### src/rtl/ibex_cap_rf_clear_ctrl.sv
// Capability register file write-port scheduler: core writeback vs. bulk NullCap clear engine.
// Optional macro IBEX_CAP_CLR_FAIR_EN adds a bounded-starvation guarantee for the clear engine.
module ibex_cap_rf_clear_ctrl #(
  parameter bit                   RV32E     = 1'b0,
  parameter int unsigned          DataWidth = 93,
  parameter logic [DataWidth-1:0] NullCap   = 93'h1F690003F0,
  parameter int unsigned          MaxStall  = 4
) (
  input  logic                 clk_i,
  input  logic                 rst_i,
  input  logic                 clr_req_i,
  input  logic [31:0]          clr_mask_i,
  output logic                 clr_busy_o,
  output logic                 clr_done_o,
  output logic [31:0]          clr_pending_o,
  input  logic                 wb_req_i,
  input  logic [4:0]           wb_addr_i,
  input  logic [DataWidth-1:0] wb_data_i,
  output logic                 wb_gnt_o,
  output logic                 rf_we_o,
  output logic [4:0]           rf_waddr_o,
  output logic [DataWidth-1:0] rf_wdata_o
);

  localparam logic [1:0] ST_IDLE  = 2'd0;
  localparam logic [1:0] ST_SWEEP = 2'd1;
  localparam logic [1:0] ST_DONE  = 2'd2;

  logic [1:0]  r_state;
  logic [31:0] r_pending;
  logic        r_done;

  logic        w_sweep;
  logic        w_force;
  logic        w_gnt;
  logic        w_core_wr;
  logic        w_eng_wr;
  logic [4:0]  w_sel;
  logic [31:0] w_eff_mask;
  logic [31:0] w_core_clr;
  logic [31:0] w_eng_clr;
  logic [31:0] w_pending_nxt;

  // x0 is never cleared; RV32E has no x16..x31.
  function automatic logic [31:0] eff_mask(input logic [31:0] mask);
    logic [31:0] m;
    m = mask & 32'hFFFF_FFFE;
    if (RV32E) m[31:16] = 16'h0000;
    return m;
  endfunction

  // Lowest set bit wins; bit 0 can never be pending.
  function automatic logic [4:0] lowest_idx(input logic [31:0] v);
    logic [4:0] idx;
    idx = 5'd0;
    for (int i = 31; i >= 1; i--) begin
      if (v[i]) idx = i[4:0];
    end
    return idx;
  endfunction

  assign w_sweep    = (r_state == ST_SWEEP);
  assign w_eff_mask = eff_mask(clr_mask_i);
  assign w_gnt      = ~w_force;
  assign w_core_wr  = wb_req_i & w_gnt;
  assign w_eng_wr   = w_sweep & ~w_core_wr & (r_pending != 32'h0);
  assign w_sel      = lowest_idx(r_pending);

  // A granted core write is younger than the clear, so it retires that register's pending bit.
  assign w_core_clr    = (w_core_wr && (wb_addr_i != 5'd0)) ? (32'h1 << wb_addr_i) : 32'h0;
  assign w_eng_clr     = w_eng_wr ? (32'h1 << w_sel) : 32'h0;
  assign w_pending_nxt = r_pending & ~w_core_clr & ~w_eng_clr;

`ifdef IBEX_CAP_CLR_FAIR_EN
  localparam int unsigned CntW = (MaxStall < 1) ? 1 : $clog2(MaxStall + 1);

  logic [CntW-1:0] r_stall_cnt;

  function automatic logic [CntW-1:0] sat_inc(input logic [CntW-1:0] v);
    return (v == CntW'(MaxStall)) ? v : v + 1'b1;
  endfunction

  assign w_force = w_sweep & (r_stall_cnt == CntW'(MaxStall));

  always_ff @(posedge clk_i or posedge rst_i) begin
    if (rst_i) begin
      r_stall_cnt <= '0;
    end else if (w_sweep && w_core_wr && (w_pending_nxt != 32'h0)) begin
      r_stall_cnt <= sat_inc(r_stall_cnt);
    end else begin
      r_stall_cnt <= '0;
    end
  end
`else
  logic w_unused_max_stall;

  assign w_force            = 1'b0;
  assign w_unused_max_stall = (MaxStall != 0);
`endif

  always_ff @(posedge clk_i or posedge rst_i) begin
    if (rst_i) begin
      r_state   <= ST_IDLE;
      r_pending <= 32'h0;
      r_done    <= 1'b0;
    end else begin
      r_done <= 1'b0;
      case (r_state)
        ST_IDLE: begin
          if (clr_req_i) begin
            if (w_eff_mask != 32'h0) begin
              r_state   <= ST_SWEEP;
              r_pending <= w_eff_mask;
            end else begin
              r_done <= 1'b1;
            end
          end
        end
        ST_SWEEP: begin
          r_pending <= w_pending_nxt;
          if (w_pending_nxt == 32'h0) begin
            r_state <= ST_DONE;
            r_done  <= 1'b1;
          end
        end
        ST_DONE: begin
          r_state <= ST_IDLE;
        end
        default: begin
          r_state   <= ST_IDLE;
          r_pending <= 32'h0;
        end
      endcase
    end
  end

  always_comb begin
    rf_we_o    = 1'b0;
    rf_waddr_o = 5'd0;
    rf_wdata_o = '0;
    if (w_core_wr) begin
      rf_we_o    = 1'b1;
      rf_waddr_o = wb_addr_i;
      rf_wdata_o = wb_data_i;
    end else if (w_eng_wr) begin
      rf_we_o    = 1'b1;
      rf_waddr_o = w_sel;
      rf_wdata_o = NullCap;
    end
  end

  assign wb_gnt_o      = w_gnt;
  assign clr_busy_o    = (r_state != ST_IDLE);
  assign clr_done_o    = r_done;
  assign clr_pending_o = r_pending;

endmodule
### config.mk
export PLATFORM = sky130hd
export DESIGN_NAME = ibex_cap_rf_clear_ctrl
export DESIGN_NICKNAME = d
export VERILOG_FILES = /design/src/rtl/ibex_cap_rf_clear_ctrl.sv
export SDC_FILE = /design/constraint.sdc
export NUM_CORES = 1
export LEC_CHECK = 0
export BUFFER_PORTS_ARGS = -buffer_cell sky130_fd_sc_hd__buf_2
export CORE_ASPECT_RATIO = 0.8
export CORE_MARGIN = 1.5
export CORE_UTILIZATION = 35
export DETAILED_ROUTE_END_ITERATION = 8
export GPL_TIMING_DRIVEN = 0
export HOLD_SLACK_MARGIN = 0.05
export MAX_ROUTING_LAYER = met4
export PLACE_DENSITY = 0.72
export SLEW_MARGIN = 15
export SYNTH_ARGS = -nofsm -noshare
export SYNTH_HDL_FRONTEND = slang
export SYNTH_SLANG_ARGS = --single-unit
### constraint.sdc
create_clock -name clk_i -period 2.6 [get_ports clk_i]
set_input_delay 0.13 -clock clk_i [delete_from_list [all_inputs] [get_ports clk_i]]
set_output_delay 0.13 -clock clk_i [all_outputs]
set_load 0.01 [all_outputs]
==> results.toml, run 1 <==
[timing]
min_period_ps = 3190
drv_slew = 0
slew_headroom_pct = 50.3
clock.fmax_mhz = 314
final.setup_skew_ps = 9.23
worstMarginPinSlew_ps = 745
finalSetupViolations = 30
rsz0062_at_grt = "yes"
period_share_pct = 123
hold_viol_final = 0
fin_tns_setup_ps = -5250
setup_ws_ps = -589

[floorplan]
die_h_um = 97.0
rows = 34
start_util_pct = 35.8
core_area_um2 = 10800
ioPinCount = 268
die_x_um = 121
die-area_um2 = 11700

[status]
status = "finished with violations"
violations = "negative setup slack"

[placement]
dpl.hpwl_um = 19000
place_congestion = 1.02
pre_cts_slack_ps = -1000
numPortBuffers = 264

[global_routing]
grt_pass1_vias = 5756
overflow = 0
grt_start_max_net_pins = 23
grt_first_pass_wirelength_um = 35500
grt_usage_pct = 42.0
antenna_found_initial = 1

[worst_setup_path]
regToRegStartpoint = "clr_pending_o[18]"
crit_type = "reg2reg"
worstPathRequired_ps = 2780
r2r_slack_ps = -590
r2r_end = "r_state[0]"
crit_path_start_kind = "flip-flop"
rr_worst_depth = 9
arrival_ps = 3370
end_kind = "flip-flop"
cp_max_fo = 7

[logic_synthesis]
ys_ff_latch = 35
yosysWarnings = 0
synth_area_per_cell_um2 = 6.77
synth_top_family_by_area = "simple AND/OR/NAND/NOR gates"
synth_edf_count = 0
synth_cell_types = 70
synth_simple_gate_area_share_pct = 42.3
synthFlopType = "dfrtp_1"
synth_seq_area_share_pct = 22.6
async_flop_share_pct = 100
yosys.area_share.xor_xnor_pct = 0
netlist_instances = 571
synth_compound_area_share_pct = 29.4
synthMuxAreaShare_pct = 0.518
netlist_area_um2 = 3870
syn_nets = 705
synthAdderAreaFrac_pct = 0

[finish]
syn2layout_area_growth_pct = 67.5
final_cell_mix = "buf_2 (266), nand2_1 (87), and2_1 (81)"
layout.nets = 1020
diodes = 0
layout_commonest_cell = "buf_2"
final_core_util_pct = 59.9
drive_gt1_share_pct = 46.3
fill_cells = 1038

[pwr]
leakagePower_nw = 3.03
p_per_area_nw_per_um2 = 1100
ir_worst_vdd_mv = 0.577

[route]
drt_pass1_iterations = 6
drt-initial-drc-count = 872
via_count = 6213
via_per_inst = 6.03
wl_per_cell_um = 24.1
detail-route-antenna-nets = 0
routed_wirelength_um = 24900
drc = 0

[min_path]
hp-start = "clr_req_i"
holdPathStages = 3
hold_end = "r_state[0]"
hp-class = "in2reg"

[cts]
cts_tree = "built"
cts_sinks = 35
cts_inserted_buffers = 5
cts-root-buf = "clkbuf_16"
path_clk_slew_ps = 70
insertion_delay_ps = 290
htree_num_levels = 2
cts.path.max_buffers = 2

[flow_run]
maxCapViolations = 0
per-stage QoR:
stage	instance area, µm²	total power [mW]	std cells	hold WS, ps
after CTS	6120	6.24	1015	110
after global routing	6480	7.40	1031	125
after detailed placement	5500	4.78	980	117
final	6480	7.12	1031	99.1
after global placement	5470	4.84	979	406
after floorplan	3970	3.37	571	271
cells in the mapped netlist, drive strengths merged, types with 3 or more instances:
library cell  instances  area, µm²
a21oi                35        175
buf                   5       25.0
o211ai                4       35.0
nand4                 6       37.5
o31ai                 4       30.0
a22oi                 3       22.5
or2                   5       31.3
dfrtp                35        876
o21ai                68        340
or3                   3       18.8
o21bai                4       30.0
clkbuf               33        124
nor2b                 8       50.1
o22ai                 6       37.5
o21a                  4       30.0
nor4                 27        190
o31a                  3       26.3
or4                   4       33.8
nand2                89        334
and2                 82        513
nor3b                 3       22.5
inv                  12       45.0
nand3                 5       25.0
nor2                 35        131
a211oi               13        103
a31oi                 6       37.5
nand2b               12       82.6
nor3                 16       85.1
a221oi                3       26.3
routing by layer:
layer  GRT usage (%)  share of wire (%)
met2            60.6                 43
met5               -                  0
met4            13.4                4.2
met3            8.31                 11
met1            58.8                 42
kinds of logic after synthesis:
| family | after synthesis |
|---|---|
| AND/OR/NAND/NOR | 304 |
| other | 1 |
| buffers and inverters | 50 |
| multiplexers | 2 |
| flip-flops | 35 |
| AO/OA/AOI/OAI | 179 |
how the worst max path moves through the flow:
stage                                  from    endpoint  slack, ps  cells after the start
after CTS                 clr_pending_o[25]  r_state[0]       -420                     11
final                     clr_pending_o[18]  r_state[0]       -590                      9
after floorplan           clr_pending_o[21]  r_state[0]        -90                     10
after detailed placement  clr_pending_o[14]  r_state[0]      -1000                      9
after global placement    clr_pending_o[14]  r_state[0]      -1220                      9
after global routing      clr_pending_o[16]  r_state[0]       -710                     11
critical path, cell delays in order, from the launching register on:
cell,delay [ps]
dfrtp_2,470
or4_4,550
a211oi_4,320
o211ai_4,170
nand2b_4,220
o41a_1,400
a21o_1,210
nor4_4,330
nand4_1,220
o2bb2ai_2,180
where the power goes:
group	leakage, nW	switching, mW	total (mW)	internal, mW
combinational	2.54	3.02	5.13	2.11
clock	0.0679	0.266	0.622	0.356
sequential	0.423	0.606	1.37	0.767
registers in the layout (all words and copies together) (netlist names):
signal and count:
clr_pending_o 32, r_state 2, clr_done_o 1
area by class of cell:
class	instances	area [µm²]	share of cell area [%]
Clock inverter	1	5.00	0.0773
Timing Repair Buffer	315	1740	26.9
Tap cell	144	180	2.78
Inverter	12	45.0	0.695
Sequential cell	35	896	13.8
Clock buffer	7	133	2.05
Multi-Input combinational cell	486	3330	51.4
Buffer	31	148	2.28
timing repair:
action | in CTS | in global routing
setup buffers | 32 | 16
endpoints found under the hold margin | 13 | 0
endpoints found under the setup margin | 55 | 49
gates resized for setup | 54 | 47
hold buffers | 1 | 0
cloned | 0 | 1
pin swaps | 22 | 19
Note: power is estimated with default switching activity, not from simulation.
==> run 2: changes to the inputs <==
CORE_UTILIZATION = 39   (was 35)
PLACE_DENSITY = 0.79   (was 0.72)
==> run 2 against run 1 <==
Against the previous run: the flow still finishes with violations (negative setup slack); critical path depth grew 2; global-route usage grew 4.8 points; register-to-register slack gained 98 ps; non-clock buffer count shrank 4; fmax grew 3.2%; count of clock-buffer cells in the layout shrank 2; cell count shrank 0.97%; first-iteration DRC count shrank 2.5%; sequential power is essentially flat; utilization grew 6.7 points; critical path type unchanged.
==> results.toml, run 2 (synthesis results as in run 1) <==
[floorplan]
ioPinCount = 268
start_util_pct = 40.1
die-area_um2 = 10500
rows = 32
die_h_um = 92.1
die_x_um = 114
core_area_um2 = 9650

[worst_setup_path]
crit_path_start_kind = "flip-flop"
crit_type = "reg2reg"
critPathSlowestCell = "dfrtp_2"
crit_family = "simple AND/OR/NAND/NOR gates"
path_buf_inv = 2
r2r_end = "r_state[0]"
worstSetupPathDepth = 11
end_kind = "flip-flop"
regToRegStartpoint = "clr_pending_o[24]"
worstPathCellList = "buf_4 > nor4_4 > nand4_1 > buf_4 > o2bb2ai_4 > and2_2 > a32o_1 > o21ai_0 > nor4_4 > nand4_1 > o2bb2ai_1"
rr_worst_depth = 11
r2r_slack_ps = -490
max_stage_delay_ps = 440
worstPathRequired_ps = 2770
arrival_ps = 3260
cp_max_fo = 7

[timing]
slew_headroom_pct = 47.3
setup_ws_ps = -491
fin_hold_ws_ps = 95.8
min_period_ps = 3090
period_share_pct = 119
finalSetupViolations = 15
rsz0062_at_grt = "yes"
hold_viol_final = 0
final.setup_skew_ps = 6.63
drv_slew = 0
worstMarginPinSlew_ps = 790
clock.fmax_mhz = 324

[flow_run]
maxCapViolations = 0

[pwr]
p_per_area_nw_per_um2 = 1090
p_sw_share_pct = 54.4
pwr-share-comb_pct = 72.2
intPower_mw = 3.20
p_seq_share_pct = 19.1
p_clk_share_pct = 8.7
leakagePower_nw = 3.02
ir_worst_vdd_mv = 0.588
p_switching_mw = 3.82

[global_routing]
grt_usage_pct = 46.8
grt_first_pass_wirelength_um = 35000
overflow = 0
grt_start_max_net_pins = 19
grt_pass1_vias = 5620
antenna_found_initial = 2

[route]
drt-initial-drc-count = 850
via_count = 6188
detail-route-antenna-nets = 0
wl_per_cell_um = 24.2
via_per_inst = 6.06
drc = 0
drt_pass1_iterations = 6
routed_wirelength_um = 24800

[cts]
cts_sinks = 35
cts-root-buf = "clkbuf_16"
path_clk_slew_ps = 60
cts.path.max_buffers = 2
insertion_delay_ps = 290
cts_inserted_buffers = 5
htree_num_levels = 2
cts_tree = "built"

[finish]
final_area_um2 = 6430
final_core_util_pct = 66.7
drive_gt1_share_pct = 46.1
instances_no_fill = 1021
layout.nets = 1016
syn2layout_area_growth_pct = 66.3
largest_reg_flops = 32
layout_commonest_cell = "buf_2"
final_cell_mix = "buf_2 (265), nand2_1 (87), and2_1 (81)"

[min_path]
hold_end = "r_state[0]"
hp-class = "in2reg"
holdPathStages = 3
hp-start = "clr_req_i"

[placement]
place_area_um2 = 5490
placedCellCount = 972
numPortBuffers = 264
place_congestion = 1.09
dpl.hpwl_um = 19400

[status]
violations = "negative setup slack"
status = "finished with violations"
-- run 2: cell types whose count changed in the layout (fill, tap and decap cells not counted), moves of 3 or more --
cell / previous run / this run
a211oi_2: 1 / 4
dfrtp_2: 16 / 10
a211oi_1: 9 / 6
buf_4: 46 / 43
nor2_2: 1 / 4
dfrtp_1: 19 / 25
-- run 2: layer usage --
metal / global-route usage [%] / share of wire (%) / up-vias
met5: - / 0 / -
met4: 16.9 / 4.6 / 0
met3: 12.0 / 13 / 79
met2: 67.6 / 43 / 509
met1: 63.0 / 40 / 2912
li1: - / - / 2688
-- run 2: per-stage QoR --
stage | setup WS [ps] | power [mW] | setup TNS, ps
after global routing | -645 | 7.29 | -4060
after global placement | -1040 | 4.81 | -37120
final | -491 | 7.02 | -2280
after detailed placement | -984 | 4.77 | -38070
after CTS | -452 | 6.05 | -2480
after floorplan | -86.4 | 3.37 | -111
-- run 2: area by class of cell --
| type | count | area (µm²) |
|---|---|---|
| well taps | 136 | 170 |
| clock inverters | 3 | 15.0 |
| repair buffers | 311 | 1710 |
| inverters | 12 | 45.0 |
| clock buffers | 5 | 125 |
| fillers | 882 | 3220 |
| flip-flops and latches | 35 | 888 |
| multi-input cells | 486 | 3320 |
| diodes | 2 | 5.00 |
| plain buffers | 31 | 159 |
-- run 2: worst max path at each step --
stage / start / end / slack [ps]
after global placement: clr_pending_o[14] / clr_done_o / -1040
final: clr_pending_o[24] / r_state[0] / -490
after detailed placement: clr_pending_o[14] / clr_done_o / -980
after global routing: clr_pending_o[17] / r_state[0] / -650
after CTS: clr_pending_o[24] / r_state[0] / -450
after floorplan: clr_pending_o[21] / r_state[0] / -90
-- run 2: timing repair --
action / in CTS / in global routing
endpoints found under the hold margin: 17 / 0
cloned: 0 / 0
setup buffers: 23 / 22
pin swaps: 20 / 27
hold buffers: 1 / 0
gates resized for setup: 53 / 50
endpoints found under the setup margin: 55 / 46
-- run 2: power groups by stage --
| stage | logic, mW | clock network [mW] | registers (mW) |
|---|---|---|---|
| 6_report | 5.06 | 0.612 | 1.34 |
| 3_5_place_dp | 3.56 | 0 | 1.21 |
| 5_1_grt | 5.31 | 0.632 | 1.36 |
| 3_3_place_gp | 3.61 | 0 | 1.20 |
| 2_1_floorplan | 2.21 | 0 | 1.16 |
| 4_1_cts | 4.18 | 0.607 | 1.27 |
-- run 2: worst register-to-register path, cell delays in order, from the launching register on --
cell and delay, ps:
dfrtp_2 440, buf_4 160, nor4_4 360, nand4_1 150
buf_4 210, o2bb2ai_4 220, and2_2 300, a32o_1 240
o21ai_0 160, nor4_4 320, nand4_1 250, o2bb2ai_1 190
